## src/rtl/pipe_pkg.sv

```systemverilog
// pipe_pkg: shared width helper and parameter limits for pipe_credit_fifo.
package pipe_pkg;
    localparam int MIN_DEPTH = 2;
    localparam int MIN_L = 1;
    function automatic int clog2w(input int n);
        return (n <= 1) ? 1 : $clog2(n);
    endfunction
endpackage

```

## src/rtl/circ_buf.sv

```systemverilog
// circ_buf: DEPTH x DW circular buffer with show-ahead head and occupancy count.
module circ_buf
    import pipe_pkg::*;
#(
    parameter int DW = 16,
    parameter int DEPTH = 8,
    parameter int PW = clog2w(DEPTH),
    parameter int CW = clog2w(DEPTH + 1)
) (
    input  logic          clk,
    input  logic          rst,
    input  logic          push,
    input  logic [DW-1:0] din,
    input  logic          rdy,
    output logic          vld,
    output logic [DW-1:0] dout,
    output logic [CW-1:0] count
);
    logic [DW-1:0] mem [DEPTH];
    logic [PW-1:0] wr_ptr, rd_ptr;
    logic do_push, do_pop;

    function automatic logic [PW-1:0] nxt(input logic [PW-1:0] p);
        return (p == PW'(DEPTH - 1)) ? '0 : p + 1'b1;
    endfunction

    assign vld = count != '0;
    assign dout = mem[rd_ptr];
    assign do_push = push && count != CW'(DEPTH);
    assign do_pop = vld && rdy;

    always_ff @(posedge clk or negedge rst) begin
        if (!rst) begin
            wr_ptr <= '0;
            rd_ptr <= '0;
            count <= '0;
        end else begin
            if (do_push) wr_ptr <= nxt(wr_ptr);
            if (do_pop) rd_ptr <= nxt(rd_ptr);
            count <= count + CW'(do_push) - CW'(do_pop);
        end
    end

    always_ff @(posedge clk) begin
        if (do_push) mem[wr_ptr] <= din;
    end
endmodule

```

## src/rtl/pipe_credit_fifo.sv

```systemverilog
// pipe_credit_fifo: credit-gated drain buffer behind a fixed-latency pipeline.
// Define PIPE_CREDIT_LATENCY_CHECK_EN to add an issue-delay shadow that flags latency mismatches.
module pipe_credit_fifo
    import pipe_pkg::*;
#(
    parameter int DW = 16,
    parameter int L = 4,
    parameter int DEPTH = 8,
    parameter int CW = clog2w(DEPTH + 1)
) (
    input  logic          clk,
    input  logic          rst,
    output logic          issue_ok,
    input  logic          in_issue,
    input  logic          in_vld,
    input  logic [DW-1:0] in_data,
    output logic          out_vld,
    input  logic          out_rdy,
    output logic [DW-1:0] out_data,
    output logic [CW-1:0] credit,
    output logic          err
);
    logic [CW-1:0] count, in_flight;
    logic [CW:0] used;
    logic dec, up, down, lat_err;

    if (DEPTH < MIN_DEPTH) begin : g_bad_depth
        $error("pipe_credit_fifo: DEPTH must be >= 2");
    end
    if (L < MIN_L) begin : g_bad_l
        $error("pipe_credit_fifo: L must be >= 1");
    end

    circ_buf #(.DW(DW), .DEPTH(DEPTH), .CW(CW)) u_buf (
        .clk(clk), .rst(rst), .push(in_vld), .din(in_data),
        .rdy(out_rdy), .vld(out_vld), .dout(out_data), .count(count)
    );

    // Credits account for both buffered and still-in-pipeline results.
    assign used = {1'b0, count} + {1'b0, in_flight};
    assign issue_ok = used < (CW + 1)'(DEPTH);
    assign credit = issue_ok ? CW'((CW + 1)'(DEPTH) - used) : '0;
    assign dec = in_vld && in_flight != '0;
    assign up = in_issue && !dec && in_flight != CW'(DEPTH);
    assign down = dec && !in_issue;

`ifdef PIPE_CREDIT_LATENCY_CHECK_EN
    logic [L-1:0] sr;
    always_ff @(posedge clk or negedge rst) begin
        if (!rst) sr <= '0;
        else sr <= (sr << 1) | L'(in_issue);
    end
    assign lat_err = sr[L-1] != in_vld;
`else
    assign lat_err = 1'b0;
`endif

    always_ff @(posedge clk or negedge rst) begin
        if (!rst) begin
            in_flight <= '0;
            err <= 1'b0;
        end else begin
            in_flight <= in_flight + CW'(up) - CW'(down);
            err <= err | (in_vld && count == CW'(DEPTH)) | (in_issue && !issue_ok)
                 | (in_vld && in_flight == '0) | lat_err;
        end
    end
endmodule

```

## config.mk

```make
export PLATFORM = sky130hd
export DESIGN_NAME = pipe_credit_fifo
export DESIGN_NICKNAME = d
export VERILOG_FILES = /design/src/rtl/pipe_pkg.sv /design/src/rtl/circ_buf.sv /design/src/rtl/pipe_credit_fifo.sv
export SDC_FILE = /design/constraint.sdc
export NUM_CORES = 1
export LEC_CHECK = 0
export ABC_AREA = 1
export BUFFER_PORTS_ARGS = -buffer_cell sky130_fd_sc_hd__buf_4
export CORE_MARGIN = 2
export CORE_UTILIZATION = 25
export DETAILED_ROUTE_END_ITERATION = 12
export SLEW_MARGIN = 10
export SYNTH_ARGS = -nofsm -noshare
export SYNTH_HDL_FRONTEND = slang
export SYNTH_HIERARCHICAL = 1
export SYNTH_SLANG_ARGS = --single-unit
```

## constraint.sdc

```tcl
create_clock -name clk -period 2.35 [get_ports clk]
set_input_delay 0.47 -clock clk [delete_from_list [all_inputs] [get_ports clk]]
set_output_delay 0.47 -clock clk [all_outputs]
set_load 0.01 [all_outputs]
```

==> impl_metrics.csv <==
group,metric,value,unit
yosys,syn_area,6770,um2
critical_path,cp_max_fo,2,
run_status,outcome,"finished, violations left",
run_status,violations,"setup timing",
clocking,cts.sinks,143,
yosys,ys_seq_area_share,62.4,%
clocking,tritoncts,"yes",
yosys,synth_cells,691,
cells_and_area,fill_cells,2734,
global_routing,grt_overflow,0,
sta,setup_viol,5,
route,drcViolationCount,0,
sta,timing.final.hold_violations,0,
global_routing,grt_antenna_before_repair,1,
critical_path,crit_chain,"ha_2 > inv_2 > fa_2 > ha_4 > xnor2_2 > nor2_2 > buf_4",
sta,worst_slew_pin_slew,0.420,ns
critical_path,r2r-start,"u_buf/count[2]",
route,vias,4446,
floorplanning,placementRows,60,
route,final_antenna_net_count,0,
clocking,insertion_delay,0.42,ns
clocking,ctsRootBufferMaster,"clkbuf_16",
critical_path,arrival,2.04,ns
placed_design,post_dp_cell_area,7510,um2
yosys,synth_top_area_cell,"edfxtp_1",
sta,fin_skew,0.00780,ns
flow_run,maxCapViolations,0,
yosys,ys_seq_elements,143,
placed_design,dp_hpwl,8350,um
global_routing,grt_pass1_wl,22500,um
yosys,avgSynthCellArea,9.79,um2
clocking,htree_levels,4,
placed_design,dp.cells,1068,
floorplanning,die_y,169,um
yosys,synth_area_leaders,"edfxtp_1 (57%), nand2_1 (13%), inv_1 (5.9%)",
route,drtPass1Iterations,4,
cells_and_area,drive_gt1_share,20.2,%
sta,setup_ws,-0.163,ns
sta,grt_setup_unrepaired,"true",
cells_and_area,post-route-util,30.6,%
global_routing,grt_pass1_vias,4287,
cells_and_area,layout_common_cells,"nand2_1 (234), edfxtp_1 (128), inv_1 (102), nand3_1 (76), buf_4 (61)",
floorplanning,initial_core_util,25.3,%
cells_and_area,nets,795,
sta,max_slew_margin,71.9,%
pwr,ir_drop,1.09,mV
sta,finalCritPeriodShare,107,%
yosys,mappedNetlistNets,735,
pwr,p_leak,3.70,nW
cells_and_area,synthToLayoutAreaGrowth,21.0,%
pwr,p_per_area,1310,nW/um2
critical_path,end_kind,"output port",
clocking,cts_buffers,17,
floorplanning,pin_count,44,
critical_path,critPathBufInv,2,
floorplanning,die_w,169,um
floorplanning,core_area,26700,um2
critical_path,cp-start-kind,"flop",
route,wl_per_cell,12.6,um
global_routing,grt_usage,10.5,%
critical_path,cp.required,1.88,ns
placed_design,io_buffers,43,
clocking,path_clk_slew,0.06,ns
critical_path,slowest_stage,"fa_2",
global_routing,grt_max_degree,38,
cells_and_area,design_area,8190,um2
placed_design,dp_slack,0.108,ns
floorplanning,dieArea,28400,um2
yosys,synth_top_area_share,56.8,%
sta,hold-worst-slack,0.269,ns
route,finalWirelength,13900,um
cells_and_area,final_common_cell,"nand2_1",
sta,period_needed,2.51,ns
yosys,synth_warnings,6,
route,via_per_inst,4.02,
critical_path,cp_slowest_stage_delay,0.46,ns
placed_design,place.gp.congestion,0.765,
hold_path,hold_path.class,"in2reg",
route,first_iter_violations,205,
yosys,synthDistinctLibCells,23,
critical_path,worst-setup-path-type,"reg2out",
clocking,cts_buffer_depth,2,
cells_and_area,fin_cells,1106,
critical_path,startpoint,"in_flight[0]",
sta,clock.fmax,0.398,GHz
hold_path,hp-start,"in_issue",
sta,slew_violations,0,
critical_path,cpLargestDelayFamily,"adder cells",
sequential cells by signal (all words and copies together), names as in the netlist:
register      flops
u_buf/count       4
u_buf/wr_ptr      3
in_flight         4
u_buf/mem       128
err               1
u_buf/rd_ptr      3
power by group:
part | internal (W) | switching (W)
combinational | 0.00186 | 0.00280
sequential | 0.00323 | 0.000198
clock | 0.00149 | 0.00111
total | 0.00658 | 0.00411
what timing repair did:
action / 4_1_cts / 5_1_grt
buffers inserted: 3 / 1
endpoints found under the setup margin: 5 / 15
resized for setup: 13 / 2
endpoints found under the hold margin: 15 / 0
hold buffers: 1 / 0
pin swaps: 7 / 2
through the flow:
| stage | power, W | setup TNS, ns |
|---|---|---|
| 5_1_grt | 0.0115 | -1.16 |
| 4_1_cts | 0.0108 | -0.711 |
| 3_5_place_dp | 0.00789 | 0 |
| 6_report | 0.0107 | -0.556 |
| 3_3_place_gp | 0.00782 | 0 |
| 2_1_floorplan | 0.00643 | -21.04 |
path summary, 6_finish.rpt:
| check | end | slack [ns] | depth (start not counted) |
|---|---|---|---|
| setup / recovery | credit[2] | -0.16 | 7 |
| hold / removal | err | 0.27 | 3 |
| setup reg to reg | u_buf/count[2] | 0.28 | 10 |
| hold reg to reg | err | 0.48 | 2 |
| max in group asynchronous | u_buf/rd_ptr[0] | 1.69 | 2 |
| min in group asynchronous | u_buf/count[0] | 0.45 | 2 |
tightest hold or removal path: cells and delay by family:
family / cells / cell delay (ns)
simple gates: 2 / 0.09
buf+inv: 1 / 0.10
Yosys cell counts:
cell type and count:
nor3_1 8, or2_1 1, xor2_1 4, xnor2_1 2, ha_1 20, nand3_1 77, inv_2 31, buf_6 10
a21oi_1 4, buf_2 13, o21ai_1 5, nand3_2 1, nor2_2 1, nand2_1 234, inv_1 106, nor2_1 7
or2_2 1, clkinv_2 5, clkinv_1 13, buf_4 2, dfrtp_1 15, edfxtp_1 128, fa_1 3
layer usage:
layer | vias to the layer above | GRT usage, % | share of wire [%]
li1 | 2278 | - | -
met1 | 2085 | 12.4 | 45
met2 | 66 | 17.8 | 49
met3 | 17 | 3.27 | 4.5
met4 | 0 | 3.94 | 1.6
met5 | - | 0 | 0
logic make-up (layout without fill, tap and decap cells):
kind of cell | count (synthesis) | after routing | share of synthesized area (%)
AOI/OAI and AO/OA | 9 | 9 | 0.666
xor gates and xnor gates | 6 | 6 | 0.777
adders and majority gates | 23 | 23 | 4.59
buffers and inverters | 180 | 253 | 11.5
DFF | 143 | 143 | 62.4
other | 0 | 1 | 0
and+or+nand+nor | 330 | 330 | 20.1
layout make-up:
type	instances	area (um2)	area share (%)
Timing Repair Buffer	66	522	6.37
Clock buffer	17	425	5.20
Inverter	155	588	7.18
Multi-Input combinational cell	368	1850	22.6
Tap cell	341	427	5.21
Antenna cell	1	2.50	0.0306
Sequential cell	143	4220	51.5
Clock inverter	15	151	1.85
No activity file was read; power rests on OpenSTA's default activity.
